--- config.mk ---
export PLATFORM = sky130hd
export DESIGN_NAME = sample_buffer_ctrl
export DESIGN_NICKNAME = d
export VERILOG_FILES = /design/src/rtl/sample_buffer_ctrl_pkg.sv /design/src/rtl/sample_buffer_ctrl_trigger_detect.sv /design/src/rtl/sample_buffer_ctrl.sv
export SDC_FILE = /design/constraint.sdc
export NUM_CORES = 1
export LEC_CHECK = 0
export BUFFER_PORTS_ARGS = -buffer_cell sky130_fd_sc_hd__buf_2
export CAP_MARGIN = 20
export CORE_UTILIZATION = 51
export CTS_BUF_LIST = sky130_fd_sc_hd__clkbuf_16
export CTS_CLUSTER_SIZE = 20
export DETAILED_ROUTE_END_ITERATION = 12
export PLACE_DENSITY = 0.81
export SYNTH_ARGS = -nofsm -noshare
export SYNTH_HDL_FRONTEND = slang
export SYNTH_SLANG_ARGS = --single-unit
--- constraint.sdc ---
create_clock -name clk -period 3.58 [get_ports clk]
set_input_delay 0.179 -clock clk [delete_from_list [all_inputs] [get_ports clk]]
set_output_delay 0.179 -clock clk [all_outputs]
set_load 0.02 [all_outputs]
--- src/rtl/sample_buffer_ctrl_pkg.sv ---
// Shared types and constants for the double-buffered sample capture controller.
// Used by sample_buffer_ctrl and trigger_detect.
package sample_buffer_ctrl_pkg;

    localparam int unsigned HALF_LOG2_DEFAULT = 8;
    localparam int unsigned SAMPLE_W          = 16;
    localparam int unsigned STORE_W           = 8;

    typedef enum logic [1:0] {
        ARMED  = 2'd0,
        ACTIVE = 2'd1,
        WAIT   = 2'd2
    } state_t;

    // Signed 16-bit sample to unsigned 8-bit offset binary (top byte, MSB flipped)
    function automatic logic [STORE_W-1:0] to_offset_binary(input logic [SAMPLE_W-1:0] sample);
        return {~sample[SAMPLE_W-1], sample[SAMPLE_W-2 -: STORE_W-1]};
    endfunction

endpackage

--- src/rtl/sample_buffer_ctrl_trigger_detect.sv ---
// Capture trigger for the sample buffer: tracks the previous sample sign and
// flags the sample that starts a capture. Optional macro: ZERO_CROSS_TRIGGER_EN.
module trigger_detect (
    input  logic clk,
    input  logic reset,
    input  logic new_sample_ready,
    input  logic sample_msb,
    input  logic armed,
    output logic trigger_c
);

`ifdef ZERO_CROSS_TRIGGER_EN
    localparam bit ZERO_CROSS_EN = 1'b1;
`else
    localparam bit ZERO_CROSS_EN = 1'b0;
`endif

    logic prev_msb;

    // Sign of the last strobed sample, tracked in every state
    always_ff @(posedge clk) begin
        if (reset) begin
            prev_msb <= 1'b0;
        end else if (new_sample_ready) begin
            prev_msb <= sample_msb;
        end
    end

    // Rising zero crossing when enabled, otherwise any strobe while armed
    always_comb begin
        trigger_c = armed & new_sample_ready
                  & (!ZERO_CROSS_EN | (prev_msb & ~sample_msb));
    end

endmodule

--- src/rtl/sample_buffer_ctrl.sv ---
// Ping-pong sample RAM fill controller: fills the half the display is not reading,
// then waits for a display-idle window to swap. Optional macro: ZERO_CROSS_TRIGGER_EN.
module sample_buffer_ctrl
    import sample_buffer_ctrl_pkg::*;
#(
    parameter int unsigned HALF_LOG2 = HALF_LOG2_DEFAULT
) (
    input  logic                 clk,
    input  logic                 reset,
    input  logic                 new_sample_ready,
    input  logic [SAMPLE_W-1:0]  new_sample_in,
    input  logic                 wave_display_idle,
    output logic [HALF_LOG2:0]   write_address,
    output logic                 write_enable,
    output logic [STORE_W-1:0]   write_sample,
    output logic                 read_index,
    output logic                 capturing
);

    localparam int unsigned ADDR_W = HALF_LOG2 + 1;
    localparam logic [HALF_LOG2-1:0] COUNT_LAST = '1;

    state_t                state, state_d;
    logic [HALF_LOG2-1:0]  count, count_d;
    logic                  read_index_d;
    logic                  write_enable_d;
    logic [ADDR_W-1:0]     write_address_d;
    logic [STORE_W-1:0]    write_sample_d;
    logic                  capturing_d;
    logic                  armed_c;
    logic                  trigger_c;
    logic                  accept_c;

    assign armed_c = (state == ARMED);

    trigger_detect u_trigger_detect (
        .clk              (clk),
        .reset            (reset),
        .new_sample_ready (new_sample_ready),
        .sample_msb       (new_sample_in[SAMPLE_W-1]),
        .armed            (armed_c),
        .trigger_c        (trigger_c)
    );

    // State, counter and output registers
    always_ff @(posedge clk) begin
        if (reset) begin
            state         <= ARMED;
            count         <= '0;
            read_index    <= 1'b0;
            write_enable  <= 1'b0;
            write_address <= '0;
            write_sample  <= '0;
            capturing     <= 1'b0;
        end else begin
            state         <= state_d;
            count         <= count_d;
            read_index    <= read_index_d;
            write_enable  <= write_enable_d;
            write_address <= write_address_d;
            write_sample  <= write_sample_d;
            capturing     <= capturing_d;
        end
    end

    // Next state and next register values
    always_comb begin
        state_d         = state;
        count_d         = count;
        read_index_d    = read_index;
        write_enable_d  = 1'b0;
        write_address_d = write_address;
        write_sample_d  = write_sample;
        accept_c        = 1'b0;

        case (state)
            ARMED: begin
                // count is always zero here, so the trigger sample lands at slot 0
                if (trigger_c) begin
                    accept_c = 1'b1;
                    state_d  = ACTIVE;
                    count_d  = count + HALF_LOG2'(1);
                end
            end
            ACTIVE: begin
                if (new_sample_ready) begin
                    accept_c = 1'b1;
                    count_d  = count + HALF_LOG2'(1);
                    if (count == COUNT_LAST) begin
                        state_d = WAIT;
                    end
                end
            end
            WAIT: begin
                if (wave_display_idle) begin
                    read_index_d = ~read_index;
                    state_d      = ARMED;
                end
            end
            default: begin
                state_d = ARMED;
                count_d = '0;
            end
        endcase

        if (accept_c) begin
            write_enable_d  = 1'b1;
            write_address_d = {~read_index, count};
            write_sample_d  = to_offset_binary(new_sample_in);
        end

        capturing_d = (state_d == ACTIVE);
    end

endmodule

==> results_dict.tcl <==
set metrics [dict create \
    status "completed" \
    synth_area_leaders "dfxtp_1 (52%), nand2_1 (12%), a21oi_1 (9.5%), a211oi_1 (1.9%), nor2_1 (1.9%)" \
    area_growth_pct 28.3 \
    wl_um 2580 \
    grt_pass1_vias 929 \
    root_buffer "clkbuf_16" \
    portBuffers 31 \
    clkTransAtPathRegs_ps 50 \
    crit_path_top_delay_cell "or4_4" \
    ctsHoldBuffers 0 \
    ys_seq_area_share_pct 51.8 \
    grt_antenna_before_repair 0 \
    sequentialPowerShare_pct 40.4 \
    layout-drive-gt1-share_pct 26.0 \
    slew_headroom_pct 62.9 \
    start_util_pct 56.7 \
    p_int_mw 0.688 \
    cp-start-kind "register" \
    dp_cells 188 \
    grt_usage_pct 24.0 \
    fp.dieW_um 49.7 \
    cellPowerDensity_nw_per_um2 586 \
    comb_power_share_pct 6.2 \
    antenna_left 0 \
    total_leakage_power_nw 0.612 \
    finalPower_mw 0.870 \
    yosysWarnings 0 \
    crit_type "reg2reg" \
    yosysTopAreaCell "dfxtp_1" \
    critPathRequiredTime_ps 3770 \
    fin_skew_ps 2.86 \
    via_per_inst 5.30 \
    final_util_pct 72.8 \
    grt_overflow 0 \
    drt_iter0_markers 16 \
    drc 0 \
    cts_setup_buffers 0 \
    multi_input_area_um2 520 \
    netlist_top_cells_count "nand2_1 (37), dfxtp_1 (30), a21oi_1 (22)" \
    cts_buffers 5 \
    cts.sinks 30 \
    final_cells 196 \
    row_count 16 \
    core_area_um2 2040 \
    gp_congestion 0.737 \
    finalSetupViolCount 0 \
    postSynthCellCount 137 \
    critPathMaxStageDelay_ps 610 \
    ys_ff_latch 30 \
    grt_max_degree 32 \
    area.sequential_um2 601 \
    cts.path.max_buffers 2 \
    fmax_mhz 555 \
    wl_per_cell_um 13.2 \
    vias 1039 \
    cp_max_fo 24 \
    dieArea_um2 2470 \
    ys_types 29 \
    die_y_um 49.7 \
    hold_path_class "in2reg" \
    irDropWorstVdd_uv 508 \
    slew_viol_final 0 \
    end_kind "register" \
    synth_top_flop_cell "dfxtp_1" \
    p_switching_mw 0.182 \
    yosysMostFrequentCell "nand2_1" \
    worst_ep_arrival_time_ps 1990 \
    fillerInstances 159 \
    hold_viol 0 \
    drt_pass1_iterations 4 \
    cts_tree "done" \
    post-synth-top-area-fraction_pct 51.8 \
    avgSynthCellArea_um2 8.46 \
    max_cap_viol_count 0 \
    synth_edf_count 0 \
    pin_count 40 \
    hpwlAfterDp_um 1530 \
    tightest_slew_ps 556 \
    path_cells "nand2b_2 > or4_4 > a221oi_2" \
    syn-num-nets 158 \
    critPathBufInv 0 \
    clock_latency_ps 270 \
    grt_pass1_wl_um 4330 \
    fin_setup_tns_ps 0 \
    h-tree-depth 2 \
    fin_nets 189 \
    min_period_ps 1800 \
    critPathTopFamily "simple AND/OR/NAND/NOR gates" \
    synth_area_um2 1160 \
    diodes 0 \
    synthArstFlopShare_pct 0 \
    rsz0062_at_grt "no" \
    cts_resized 0 \
    fin_crit_sh_pct 50.3 \
    switching_share_pct 20.9 \
    clkPwrFrac_pct 53.4 \
]
==> power by group through the flow <==
stage | clock (mW) | sequential (mW) | combinational (mW)
final | 0.465 | 0.352 | 0.0537
after global routing | 0.490 | 0.353 | 0.0596
after CTS | 0.470 | 0.352 | 0.0540
after detailed placement | 0 | 0.358 | 0.0534
after global placement | 0 | 0.357 | 0.0519
after floorplan | 0 | 0.368 | 0.0241
==> worst paths after layout <==
kind / slack [ps] / end / startpoint / cells after the start
setup / recovery: 1780 / count[5] / state[1] / 3
hold / removal: 80 / write_sample[7] / new_sample_in[15] / 2
setup reg to reg: 1780 / count[5] / state[1] / 3
hold reg to reg: 450 / write_sample[4] / write_sample[4] / 2
==> metal layers <==
| metal | vias to the layer above | global-route usage (%) | routed length [um] | share of wire (%) |
|---|---|---|---|---|
| met1 | 477 | 28.3 | 1150 | 45 |
| met4 | 0 | 5.71 | 21 | 0.81 |
| met2 | 27 | 40.5 | 1300 | 50 |
| met3 | 2 | 9.26 | 110 | 4.3 |
| li1 | 533 | - | - | - |
| met5 | - | 0 | 0 | 0 |
==> through the flow <==
stage               setup slack, ps  hold WS, ps  cell area (um2)
finish                         1780         84.8             1490
global route                   1670         87.0             1490
CTS                            1800         80.2             1490
detailed placement             1800          366             1320
global placement               1830          359             1320
floorplan                      2280          275             1160
==> final cells by class <==
| type | count | share of cell area [%] |
|---|---|---|
| inverter | 1 | 0.253 |
| tap | 27 | 2.27 |
| clock buffer | 5 | 8.42 |
| sequential | 30 | 40.4 |
| multi-input combinational | 98 | 35.0 |
| clock inverter | 3 | 2.69 |
| timing repair buffer | 32 | 10.9 |
==> cells by family after synthesis <==
group	after synthesis	share of synthesized area [%]
multiplexers	1	0.972
flip-flops	30	51.8
AND/OR/NAND/NOR	65	26.7
AO/OA/AOI/OAI	30	15.4
adder cells (fa/ha/maj)	1	1.08
XOR/XNOR	1	0.756
buffers and inverters	9	3.24
==> registers in the layout, summed over array words and instances (netlist names) <==
register,count
count,8
read_index,1
write_address,9
write_sample,8
capturing,1
write_enable,1
state,2
==> placed cells by master (no fill, tap or decap), drive strengths merged <==
master	count
nand2b	3
nand3	4
nand3b	2
and3b	1
ha	1
nand4	1
o211ai	2
o311ai	1
mux2	1
a221oi	1
nand2	37
a21oi	22
o31ai	1
or3	2
clkinv	2
buf	32
xor2	1
or4	3
nor2	6
bufinv	1
inv	1
nor3b	1
nor3	1
nor2b	1
clkbuf	5
nor4	3
a211oi	3
dfxtp	30
Note: power is estimated with default switching activity, not from simulation.
